$ cat src/rtl/image_frame_reader_pkg.sv
// Shared geometry, types and FSM encoding for the frame reader.
// Package name: image_pkg.
package image_pkg;

  localparam int unsigned IMG_W  = 100;
  localparam int unsigned IMG_H  = 100;
  localparam int unsigned PIX_W  = 8;
  localparam int unsigned N      = IMG_W * IMG_H;
  localparam int unsigned ADDR_W = $clog2(N);
  localparam int unsigned ROW_W  = $clog2(IMG_H);
  localparam int unsigned COL_W  = $clog2(IMG_W);
  localparam int unsigned CHK_W  = 16;

  typedef logic [PIX_W-1:0] pixel_t;

  typedef enum logic [2:0] {IDLE, FETCH, WAIT, SEND, DONE} rd_state_t;

  // One outgoing stream beat: pixel plus its raster tags.
  typedef struct packed {
    pixel_t             data;
    logic [ROW_W-1:0]   row;
    logic [COL_W-1:0]   col;
    logic               last;
  } px_beat_t;

endpackage

$ cat src/rtl/image_frame_reader_scan_counter.sv
// Raster scan counter: idx (== RAM address), row and col kept in lockstep.
// Ports: clk, rst (sync, active-high), clear (back to pixel 0), step
// (advance one pixel, saturates at the last one), addr/row/col (registered),
// last_c (combinational: current pixel is N-1).
module image_scan_counter
  import image_pkg::*;
(
  input  logic              clk,
  input  logic              rst,
  input  logic              clear,
  input  logic              step,
  output logic [ADDR_W-1:0] addr,
  output logic [ROW_W-1:0]  row,
  output logic [COL_W-1:0]  col,
  output logic              last_c
);

  assign last_c = (addr == ADDR_W'(N - 1));

  // Incremental address with column wrap; no multiplier needed.
  always_ff @(posedge clk) begin
    if (rst || clear) begin
      addr <= '0;
      row  <= '0;
      col  <= '0;
    end else if (step && !last_c) begin
      addr <= addr + ADDR_W'(1);
      if (col == COL_W'(IMG_W - 1)) begin
        col <= '0;
        row <= row + ROW_W'(1);
      end else begin
        col <= col + COL_W'(1);
      end
    end
  end

endmodule

$ cat src/rtl/image_frame_reader.sv
// Frame RAM reader: walks the frame in raster order and streams each pixel
// on a valid/ready interface with row/col/last tags.
// Ports: clk, rst (sync, active-high), start, busy, done, rd_en, rd_addr,
// rd_data, px_data, px_valid, px_ready, px_row, px_col, px_last, and
// checksum when IMAGE_FRAME_READER_CHECKSUM_EN is defined.
// Optional feature macro: IMAGE_FRAME_READER_CHECKSUM_EN (16-bit wrapping
// sum of accepted pixels).
module image_frame_reader
  import image_pkg::*;
#(
  parameter int unsigned RD_LAT = 1
) (
  input  logic              clk,
  input  logic              rst,
  input  logic              start,
  output logic              busy,
  output logic              done,
  output logic              rd_en,
  output logic [ADDR_W-1:0] rd_addr,
  input  logic [PIX_W-1:0]  rd_data,
  output logic [PIX_W-1:0]  px_data,
  output logic              px_valid,
  input  logic              px_ready,
  output logic [ROW_W-1:0]  px_row,
  output logic [COL_W-1:0]  px_col,
  output logic              px_last
`ifdef IMAGE_FRAME_READER_CHECKSUM_EN
  ,
  output logic [CHK_W-1:0]  checksum
`endif
);

  localparam int unsigned WAIT_W = (RD_LAT > 1) ? $clog2(RD_LAT) : 1;

  rd_state_t         state, state_next;
  logic [WAIT_W-1:0] wait_cnt;
  logic              wait_last_c;
  logic              accept_c;
  logic              start_ok_c;
  logic              idx_last_c;
  logic [ROW_W-1:0]  cnt_row;
  logic [COL_W-1:0]  cnt_col;
  px_beat_t          beat_q;

  assign wait_last_c = (wait_cnt == WAIT_W'(RD_LAT - 1));
  assign accept_c    = (state == SEND) && px_ready;
  assign start_ok_c  = (state == IDLE) && start;

  image_scan_counter u_scan (
    .clk    (clk),
    .rst    (rst),
    .clear  (start_ok_c),
    .step   (accept_c),
    .addr   (rd_addr),
    .row    (cnt_row),
    .col    (cnt_col),
    .last_c (idx_last_c)
  );

  // Next-state logic.
  always_comb begin
    state_next = state;
    case (state)
      IDLE:    if (start) state_next = FETCH;
      FETCH:   state_next = WAIT;
      WAIT:    if (wait_last_c) state_next = SEND;
      SEND:    if (px_ready) state_next = idx_last_c ? DONE : FETCH;
      DONE:    state_next = IDLE;
      default: state_next = IDLE;
    endcase
  end

  // State register and registered outputs, decoded from the next state so
  // they line up with the state they describe.
  always_ff @(posedge clk) begin
    if (rst) begin
      state    <= IDLE;
      wait_cnt <= '0;
      busy     <= 1'b0;
      done     <= 1'b0;
      rd_en    <= 1'b0;
      px_valid <= 1'b0;
      beat_q   <= '0;
    end else begin
      state    <= state_next;
      wait_cnt <= (state == WAIT && !wait_last_c) ? wait_cnt + WAIT_W'(1) : '0;
      busy     <= (state_next == FETCH) || (state_next == WAIT) || (state_next == SEND);
      done     <= (state_next == DONE);
      rd_en    <= (state_next == FETCH);
      px_valid <= (state_next == SEND);
      // Capture on the final WAIT cycle; held untouched through SEND.
      if (state == WAIT && wait_last_c) begin
        beat_q <= '{data: rd_data, row: cnt_row, col: cnt_col, last: idx_last_c};
      end
    end
  end

  assign px_data = beat_q.data;
  assign px_row  = beat_q.row;
  assign px_col  = beat_q.col;
  assign px_last = beat_q.last;

`ifdef IMAGE_FRAME_READER_CHECKSUM_EN
  // Running sum of accepted pixels; stays put after done until next start.
  always_ff @(posedge clk) begin
    if (rst || start_ok_c) begin
      checksum <= '0;
    end else if (accept_c) begin
      checksum <= checksum + CHK_W'(beat_q.data);
    end
  end
`endif

endmodule

$ cat config.mk
export PLATFORM = sky130hd
export DESIGN_NAME = image_frame_reader
export DESIGN_NICKNAME = d
export VERILOG_FILES = /design/src/rtl/image_frame_reader_pkg.sv /design/src/rtl/image_frame_reader_scan_counter.sv /design/src/rtl/image_frame_reader.sv
export SDC_FILE = /design/constraint.sdc
export NUM_CORES = 1
export LEC_CHECK = 0
export CAP_MARGIN = 20
export CORE_MARGIN = 1
export CORE_UTILIZATION = 40
export CTS_CLUSTER_DIAMETER = 50
export DETAILED_ROUTE_END_ITERATION = 10
export HOLD_SLACK_MARGIN = 0.15
export PLACE_DENSITY = 0.77
export SLEW_MARGIN = 20
export SYNTH_ARGS = -nofsm -noshare
export SYNTH_HDL_FRONTEND = slang
export SYNTH_HIERARCHICAL = 1
export SYNTH_SLANG_ARGS = --single-unit
export TNS_END_PERCENT = 10
$ cat constraint.sdc
create_clock -name clk -period 4.6 [get_ports clk]
set_input_delay 0.46 -clock clk [delete_from_list [all_inputs] [get_ports clk]]
set_output_delay 0.46 -clock clk [all_outputs]
set_load 0.005 [all_outputs]
==> flow_summary.toml <==
[sta]
worst_pin_slew_ns = 0.936
hold_violations = 0
finClkSkew_ns = 0.00598
drv_slew = 0
period_minus_slack_ns = 2.56
setup_viol = 0
slew_headroom = 0.374
rsz0062_at_grt = "false"
fin_setup_tns_ns = 0
post-route-period-util = 0.556
setup_slack_ns = 2.04
fmax_mhz = 391

[job]
maxCapViolCount = 0

[die]
core-area_um2 = 6100
die_h_um = 82.5
start_util = 0.425
dieWidth_um = 82.5
boundaryPins = 53
fp-row-count = 28
die_area_um2 = 6800

[run_status]
status = "complete, no violations"

[placed_design]
dpl-instance-area_um2 = 3110
place_ws_ns = 1.70
port_buffers = 52
gp_congestion = 0.777
dp_hpwl_um = 3770

[worst_setup_path]
crit_slowest_cell = "clkdlybuf4s50_1"
critPathLaunchType = "primary input"
max_stage_delay_ns = 0.88
crit_start = "rst"
required_ns = 4.86
critical_path_class = "in -> reg"
timing.critical_path.buf_inv = 1
cp-end-kind = "flip-flop"
path_cells = "clkdlybuf4s50_1 > or2_2 > or4_1 > o21ai_1"
worstPathArrival_ns = 2.82
cp_top_family = "simple AND/OR/NAND/NOR gates"
reg2reg_from = "u_scan/addr[12]"
crit_path_max_fanout = 29

[synthesis]
async_flop_share = 0
synth_top_family_by_area = "simple AND/OR/NAND/NOR gates"
netlist.area_leader.share = 0.456
synth_ff_type = "dfxtp_1"
syn_area_per_cell_um2 = 8.72
syn_inst = 297
post_synth_num_cell_types = 49
yosys.area_share.simple = 0.257
syn_area_um2 = 2590
synth-xor-area-share = 0.0101
synthAdderAreaFrac = 0.0145
synth_top_area_cell = "dfxtp_1"
ys.warnings.count = 6
syn_nets = 312
synth_compound_area_frac = 0.207
yosysSeqAreaShare = 0.456
ys_ff_latch = 59
synthTopCellsByArea = "dfxtp_1 (46%), nand2_1 (9.7%), a21oi_1 (5.6%)"
synth_edf_count = 0
synth_mux_area_frac = 0

[cts]
post_cts_buffers = 0
root_buffer = "clkbuf_8"
clock_latency_ns = 0.33
cts_hold_buf = 0
clockBufferDepth = 2
cts-htree-levels = 3
cts.clk_slew.worst_paths_ns = 0.06
cts_inserted_buffers = 9
cts_sinks = 59
cts-resized-gates = 0
cts_tree = "yes"

[final_layout]
num_antenna_cells = 0
final_common_cell = "nand2_1"
nFillCells = 565
final_area_um2 = 3320
drive_above_1_share = 0.125
fin_nets = 363
final_cell_mix = "nand2_1 (67), dfxtp_1 (59), clkdlybuf4s50_1 (52)"
area_delta_synth_final_pct = 28.3
final_core_util = 0.545

[grt]
antenna_found_initial = 0
grt_use_total = 0.185
grt_pass1_wl_um = 9430
grt_pass1_vias = 2165
grt.overflow.total = 0
grt_max_degree = 30

[routing]
drc = 0
viasPerCell = 5.40
wire_per_inst_um = 12.9
ant_nets = 0
route.vias.total = 2304
drt_wl_total_um = 5520
drtIter0Drc = 154
drt_pre_antenna_iters = 4

[power]
p_per_area_nw_per_um2 = 313
total_power_mw = 1.04
leakagePower_nw = 1.04
max-vdd-ir-drop_uv = 159

[min_path]
hp-start = "px_row[0]"
hold_path_class = "reg -> reg"
==> where the power goes <==
part / switching [mW] / total, mW / internal, mW
Combinational: 0.0354 / 0.0638 / 0.0283
Clock: 0.186 / 0.452 / 0.265
Sequential: 0.00573 / 0.524 / 0.519
Total: 0.228 / 1.04 / 0.812
==> metrics by stage <==
stage | hold slack [ns] | cells
finish | 0.454 | 427
global route | 0.466 | 427
CTS | 0.455 | 426
detailed placement | 0.446 | 411
global placement | 0.445 | 411
floorplan | 0.440 | 297
==> cell usage after synthesis (3+ instances only) <==
master	n
a21oi_1	29
a21oi_2	16
and3_1	3
buf_2	3
buf_6	3
clkbuf_1	5
dfxtp_1	59
ha_1	3
inv_1	7
nand2_1	67
nand3_1	11
nor2_1	9
nor2b_1	3
nor3_1	4
o21ai_1	6
o31ai_1	7
o41ai_1	3
or3_1	10
or4_1	8
==> sequential cells by signal, summed over array words and instances, names as in the netlist <==
register     flops
u_scan/addr     14
px_data          8
px_col           7
px_row           7
u_scan/col       7
u_scan/row       7
state            3
busy             1
done             1
px_last          1
px_valid         1
rd_en            1
wait_cnt         1
==> logic make-up (layout without fill, tap and decap cells) <==
family	after synthesis	count (layout)
AO/OA/AOI/OAI	77	77
XOR/XNOR	3	3
adder cells (fa/ha/maj)	3	3
buffers and inverters	22	77
flip-flops	59	59
other	1	1
AND/OR/NAND/NOR	132	132
==> tightest hold or removal path: stages, from the launching register on <==
cell and delay (ns):
dfxtp_1 0.31, nand2_1 0.05, a21oi_1 0.05
==> worst paths after layout <==
path,endpoint,slack (ns),depth (start not counted)
worst max-delay path,u_scan/col[6],2.04,4
worst min-delay path,px_row[0],0.45,2
worst max register to register,u_scan/row[3],2.33,5
worst min register to register,px_row[0],0.45,2
==> final cells by class <==
class	instances	area (um2)	share of cell area
inverter	7	26.3	0.00791
clock buffer	14	193	0.0580
tap	75	93.8	0.0282
sequential	59	1180	0.355
clock inverter	1	5.00	0.00151
multi-input combinational	216	1280	0.384
timing repair buffer	55	547	0.165
==> layer usage <==
layer | GRT usage | part of all wire
met1 | 0.230 | 0.46
met2 | 0.288 | 0.48
met3 | 0.0516 | 0.045
met4 | 0.100 | 0.015
met5 | 0 | 0
(Power assumes the default switching activity.)
